===== config.mk =====
export PLATFORM = sky130hd
export DESIGN_NAME = mastermind_round_tracker
export DESIGN_NICKNAME = d
export VERILOG_FILES = /design/src/rtl/mastermind_pkg.sv /design/src/rtl/mastermind_history_ram.sv /design/src/rtl/mastermind_round_tracker.sv
export SDC_FILE = /design/constraint.sdc
export NUM_CORES = 1
export LEC_CHECK = 0
export CAP_MARGIN = 20
export CORE_MARGIN = 4
export CORE_UTILIZATION = 45
export DETAILED_ROUTE_END_ITERATION = 6
export SLEW_MARGIN = 40
export SYNTH_ARGS = -nofsm -noshare
export SYNTH_HDL_FRONTEND = slang
export SYNTH_SLANG_ARGS = --single-unit

===== constraint.sdc =====
create_clock -name clk -period 4.5 [get_ports clk]
set_clock_uncertainty 0.15 [all_clocks]
set_input_delay 1.35 -clock clk [delete_from_list [all_inputs] [get_ports clk]]
set_output_delay 1.35 -clock clk [all_outputs]
set_load 0.02 [all_outputs]

===== src/rtl/mastermind_pkg.sv =====
// rtl/mastermind_pkg.sv - shared widths, round states and history entry layout
package mastermind_pkg;

  localparam int COLOR_W = 3;
  localparam int PEGS    = 4;
  localparam int CODE_W  = PEGS * COLOR_W;
  localparam int CNT_W   = 3;
  localparam int HIST_AW = 3;

  typedef enum logic [1:0] {
    PLAY = 2'd0,
    WON  = 2'd1,
    LOST = 2'd2
  } round_state_t;

  typedef struct packed {
    logic [CODE_W-1:0] guess;
    logic [CNT_W-1:0]  red;
    logic [CNT_W-1:0]  white;
  } hist_entry_t;

endpackage


===== src/rtl/mastermind_history_ram.sv =====
// rtl/mastermind_history_ram.sv - guess history register file with per-entry valid bits
module mastermind_history_ram
  import mastermind_pkg::*;
#(
  parameter int DEPTH = 8
) (
  input  logic               clk,
  input  logic               rst,
  input  logic               clr_all,
  input  logic               wr_en,
  input  logic [HIST_AW-1:0] wr_addr,
  input  hist_entry_t        wr_data,
  input  logic [HIST_AW-1:0] rd_addr,
  output logic               rd_valid,
  output hist_entry_t        rd_data
);

  logic [DEPTH-1:0] valid_q, valid_d;
  hist_entry_t      mem_q [DEPTH];
  hist_entry_t      mem_d [DEPTH];
  logic             rd_valid_q, rd_valid_d;
  hist_entry_t      rd_data_q, rd_data_d;
  logic             wr_in_range, rd_in_range, rd_hit;

  assign wr_in_range = ({1'b0, wr_addr} < (HIST_AW + 1)'(DEPTH));
  assign rd_in_range = ({1'b0, rd_addr} < (HIST_AW + 1)'(DEPTH));

  always_comb begin
    valid_d = valid_q;
    mem_d   = mem_q;
    if (clr_all) begin
      valid_d = '0;
    end else if (wr_en && wr_in_range) begin
      mem_d[wr_addr]   = wr_data;
      valid_d[wr_addr] = 1'b1;
    end
  end

  // Read sees pre-edge contents, so a same-edge write to the selected slot reads as invalid.
  always_comb begin
    rd_hit     = rd_in_range && valid_q[rd_addr];
    rd_valid_d = rd_hit;
    rd_data_d  = rd_hit ? mem_q[rd_addr] : '0;
  end

  always_ff @(posedge clk or posedge rst) begin
    if (rst) begin
      valid_q    <= '0;
      rd_valid_q <= 1'b0;
      rd_data_q  <= '0;
    end else begin
      valid_q    <= valid_d;
      rd_valid_q <= rd_valid_d;
      rd_data_q  <= rd_data_d;
    end
  end

  always_ff @(posedge clk) begin
    mem_q <= mem_d;
  end

  assign rd_valid = rd_valid_q;
  assign rd_data  = rd_data_q;

endmodule


===== src/rtl/mastermind_round_tracker.sv =====
// rtl/mastermind_round_tracker.sv - per-game guess counter, win/loss FSM and history readback
module mastermind_round_tracker
  import mastermind_pkg::*;
#(
  parameter int MAX_GUESSES = 8,
  parameter int PEGS        = 4,
  parameter int COLOR_W     = 3
) (
  input  logic                    clk,
  input  logic                    reset,
  input  logic                    new_game,
  input  logic                    score_valid,
  input  logic [PEGS*COLOR_W-1:0] guess,
  input  logic [2:0]              red,
  input  logic [2:0]              white,
  input  logic [2:0]              hist_sel,
  output logic                    ready,
  output logic [3:0]              guess_count,
  output logic                    won,
  output logic                    lost,
  output logic [2:0]              last_red,
  output logic [2:0]              last_white,
  output logic                    score_err,
  output logic                    hist_valid,
  output logic [PEGS*COLOR_W-1:0] hist_guess,
  output logic [2:0]              hist_red,
  output logic [2:0]              hist_white
);

  localparam logic [3:0] PEGS_N = 4'(PEGS);
  localparam logic [3:0] MAX_N  = 4'(MAX_GUESSES);

  round_state_t state_q, state_d;
  logic [3:0]   count_q, count_d;
  logic [2:0]   last_red_q, last_red_d;
  logic [2:0]   last_white_q, last_white_d;
  logic         score_err_q, score_err_d;
  logic         legal, full_red;
  logic         wr_en, clr_all;
  hist_entry_t  wr_data, rd_data;
  logic         rd_valid;

  // Sum is taken 4 bits wide so e.g. 7+7 cannot wrap into a legal value.
  assign full_red = ({1'b0, red} == PEGS_N);
  assign legal    = ({1'b0, red} <= PEGS_N) &&
                    (({1'b0, red} + {1'b0, white}) <= PEGS_N) &&
                    (!full_red || (white == 3'd0));

  assign wr_data.guess = guess;
  assign wr_data.red   = red;
  assign wr_data.white = white;

  always_comb begin
    state_d      = state_q;
    count_d      = count_q;
    last_red_d   = last_red_q;
    last_white_d = last_white_q;
    score_err_d  = 1'b0;
    wr_en        = 1'b0;
    clr_all      = 1'b0;
    if (new_game) begin
      state_d      = PLAY;
      count_d      = 4'd0;
      last_red_d   = 3'd0;
      last_white_d = 3'd0;
      clr_all      = 1'b1;
    end else if (state_q == PLAY && score_valid) begin
      if (legal) begin
        wr_en        = 1'b1;
        count_d      = count_q + 4'd1;
        last_red_d   = red;
        last_white_d = white;
        if (full_red) begin
          state_d = WON;
        end else if (count_d == MAX_N) begin
          state_d = LOST;
        end
      end else begin
        score_err_d = 1'b1;
      end
    end
  end

  always_ff @(posedge clk or posedge reset) begin
    if (reset) begin
      state_q      <= PLAY;
      count_q      <= 4'd0;
      last_red_q   <= 3'd0;
      last_white_q <= 3'd0;
      score_err_q  <= 1'b0;
    end else begin
      state_q      <= state_d;
      count_q      <= count_d;
      last_red_q   <= last_red_d;
      last_white_q <= last_white_d;
      score_err_q  <= score_err_d;
    end
  end

  mastermind_history_ram #(
    .DEPTH (MAX_GUESSES)
  ) u_hist (
    .clk      (clk),
    .rst      (reset),
    .clr_all  (clr_all),
    .wr_en    (wr_en),
    .wr_addr  (count_q[HIST_AW-1:0]),
    .wr_data  (wr_data),
    .rd_addr  (hist_sel),
    .rd_valid (rd_valid),
    .rd_data  (rd_data)
  );

  assign ready       = (state_q == PLAY);
  assign won         = (state_q == WON);
  assign lost        = (state_q == LOST);
  assign guess_count = count_q;
  assign last_red    = last_red_q;
  assign last_white  = last_white_q;
  assign score_err   = score_err_q;
  assign hist_valid  = rd_valid;
  assign hist_guess  = rd_data.guess;
  assign hist_red    = rd_data.red;
  assign hist_white  = rd_data.white;

endmodule


==> flow_summary.ini <==
[cells_and_area]
stdcell_count = 669
area_growth_pct = 23.56
multiInputGateArea_um2 = 1690
fin_nets = 475
antennaDiodeCount = 0
fillCellCount = 1177
seq_area_um2 = 5325
drive_gt1_share_pct = 23.14

[power]
p_sw_w = 0.0007089
ir_drop_v = 0.0002739
switching_share_pct = 19.26
power_w = 0.003681
p_clk_share_pct = 44.2
power.density_nw_per_um2 = 419.9
p_leak_nw = 3.138
p_int_w = 0.002972
p_seq_share_pct = 50.3
p_comb_share_pct = 5.4

[clock_network]
cts_hold_buf = 0
cts_buffer_depth = 2
worstSkewPairLatency_ps = 420
numCtsBuffers = 17
ctsResizeCount = 0
clock-root-buffer = clkbuf_16
cts_tree = done
h-tree-depth = 4
cts_sinks = 184
clk_pin_slew_worst_paths_ps = 60
postCtsSetupRepairBufs = 0

[synthesis]
yosys.area_share.adder_pct = 0.9877
syn_area_um2 = 7094
async_flop_share_pct = 21.74
ys_types = 32
synthTopCellsByArea = edfxtp_1, dfrtp_1, mux4_2
synth_most_common_cell = edfxtp_1
synth-simple-area-share_pct = 4.162
synth-compound-area-share_pct = 1.693
yosysTopAreaCell = edfxtp_1
synth.area.mux_share_pct = 15.93
synthFlopType = edfxtp_1
synthesis.nets = 391
postSynthCellCount = 361
yosys_warnings = 0
synth-edff-count = 144
synth_top_family_by_area = multiplexers
synthXorXnorAreaFrac_pct = 0.3704
synth_top_area_share_pct = 60.95
synthTopCellsByCount = edfxtp_1, dfrtp_1, mux4_2, nor2_1, mux2i_1
synth_seq_area_share_pct = 75.06
ys_ff_latch = 184
avgSynthCellArea_um2 = 19.65

[critical_path]
end_kind = flip-flop
crit_path_max_fanout = 18
crit_required_ps = 4440
slowest_delay_ps = 500
cp.arrival_ps = 4000
critPathKind = in -> reg
critPathTopFamily = buffers and inverters
crit_chain = clkdlybuf4s50_1 > ha_1 > inv_1 > fa_1 > xnor2_1 > a21oi_1 > nand3_1 > nor4_2 > buf_4
r2r_cells = 4
reg2reg_from = state_q[1]$_DFFE_PP0P_
critPathLaunchType = input port
r2r-end = u_hist.mem_q[60]$_DFFE_PP_
worst-r2r-setup-slack_ps = 2370
cpMaxStageDelayCell = clkdlybuf4s50_1
crit_buf_inv = 3

[worst_hold_path]
hold_depth = 1
hold_path.class = reg -> reg
holdPathEnd = u_hist.valid_q[7]$_DFFE_PP0P_
min-delay-start = u_hist.valid_q[7]$_DFFE_PP0P_

[timing]
maxSlewHeadroom_pct = 45.50
fin_setup_tns_ps = 0
hold_ws_ps = 363.6
fin_crit_sh_pct = 90.19
max_clock_freq_mhz = 246.4
drv_slew = 0
fin_crit_ps = 4059
worstMarginPinSlew_ps = 817.5
rsz0062_at_grt = false
setup_violations = 0
hold_viol = 0

[placed_design]
portBuffers = 57
hpwlAfterDp_mm = 8.062
placedCellCount = 637
gp_congestion = 0.7546

[detailed_routing]
drt_iter0_drc = 237
drtPass1Iterations = 4
wl_mm = 13.29
ant_nets = 0
drc = 0
wl_per_cell_um = 19.87
vias = 3541
routed_via_density = 5.293

[floorplan]
dieWidth_um = 133.6
die-area_um2 = 17840
initial_core_util_pct = 46.32
die_y_um = 133.6
fp-row-count = 45
coreArea_um2 = 15310
ioPinCount = 58

[run_status]
outcome = completed

[global_route]
grt_pass1_wl_mm = 21.78
antenna_found_initial = 0
grt_max_degree = 41
overflow = 0
grt_pass1_vias = 3922
grt_usage_pct = 16.31

[flow_run]
max_cap_viol_count = 0
## how the worst max path moves through the flow
stage               cells past startpoint  slack [ps]      from                          end
detailed placement                      9        -0.2    red[0]   u_hist.mem_q[69]$_DFFE_PP_
floorplan                               7        -480    red[0]  u_hist.mem_q[100]$_DFFE_PP_
global route                            9         220  white[0]   u_hist.mem_q[67]$_DFFE_PP_
finish                                  9         440  white[0]   u_hist.mem_q[60]$_DFFE_PP_
CTS                                     9         450    red[0]   u_hist.mem_q[60]$_DFFE_PP_
global placement                        9         110    red[0]   u_hist.mem_q[52]$_DFFE_PP_
## logic make-up after synthesis
| kind of cell | after synthesis |
|---|---|
| flip-flops | 184 |
| multiplexers | 65 |
| AND/OR/NAND/NOR | 59 |
| buffers and inverters | 30 |
| AO/OA/AOI/OAI | 15 |
| adder cells (fa/ha/maj) | 5 |
| XOR/XNOR | 3 |
## routing by layer
layer	track usage (%)	part of all wire (%)
met3	4.683	4.0
met4	6.229	1.8
met2	27.09	52
met1	20.46	42
met5	0	0
## through the flow
stage / setup WS (ps) / cell area, um2 / utilization [%]
finish: 441.4 / 8766 / 57.24
CTS: 449.2 / 8766 / 57.24
detailed placement: -0.1572 / 8109 / 52.95
global route: 216.2 / 8766 / 57.24
floorplan: -482.6 / 7094 / -
global placement: 108.7 / 8107 / 52.93
## registers in the layout (all words and copies together) (netlist names)
signal	flops
guess_count	4
last_red	3
last_white	3
score_err	1
state_q	2
u_hist.mem_q	144
u_hist.rd_data	18
u_hist.rd_valid	1
u_hist.valid_q	8
## layout make-up
cell class	instances	share of cell area [%]
tap	211	3.012
clock inverter	15	2.641
timing repair buffer	80	8.792
multi-input combinational	147	19.28
clock buffer	17	4.853
inverter	15	0.6709
sequential	184	60.75
## power groups by stage
| stage | logic [W] | clock network [W] | registers, W |
|---|---|---|---|
| after floorplan | 0.000105 | 0 | 0.00190 |
| after global placement | 0.000202 | 0 | 0.00189 |
| after detailed placement | 0.000205 | 0 | 0.00189 |
| after CTS | 0.000205 | 0.00167 | 0.00185 |
| after global routing | 0.000220 | 0.00174 | 0.00185 |
| final | 0.000200 | 0.00163 | 0.00185 |
## cells in the final DEF (no fill, tap or decap), types with 2 or more instances in the layout
| cell | instances |
|---|---|
| mux4_2 | 38 |
| nor2b_1 | 2 |
| nand2b_1 | 3 |
| nor4_2 | 7 |
| inv_1 | 14 |
| nor2_1 | 31 |
| o32ai_1 | 7 |
| or4_1 | 2 |
| mux2i_1 | 26 |
| edfxtp_1 | 144 |
| clkdlybuf4s50_1 | 55 |
| o21a_1 | 2 |
| bufinv_16 | 6 |
| clkbuf_16 | 17 |
| buf_2 | 2 |
| buf_12 | 3 |
| clkinv_4 | 2 |
| dfrtp_1 | 40 |
| ha_1 | 4 |
| nand3_1 | 3 |
| nand2_1 | 7 |
| buf_4 | 20 |
| xor2_1 | 2 |
| clkinv_1 | 3 |
| clkinv_2 | 3 |
No activity file was read; power rests on OpenSTA's default activity.
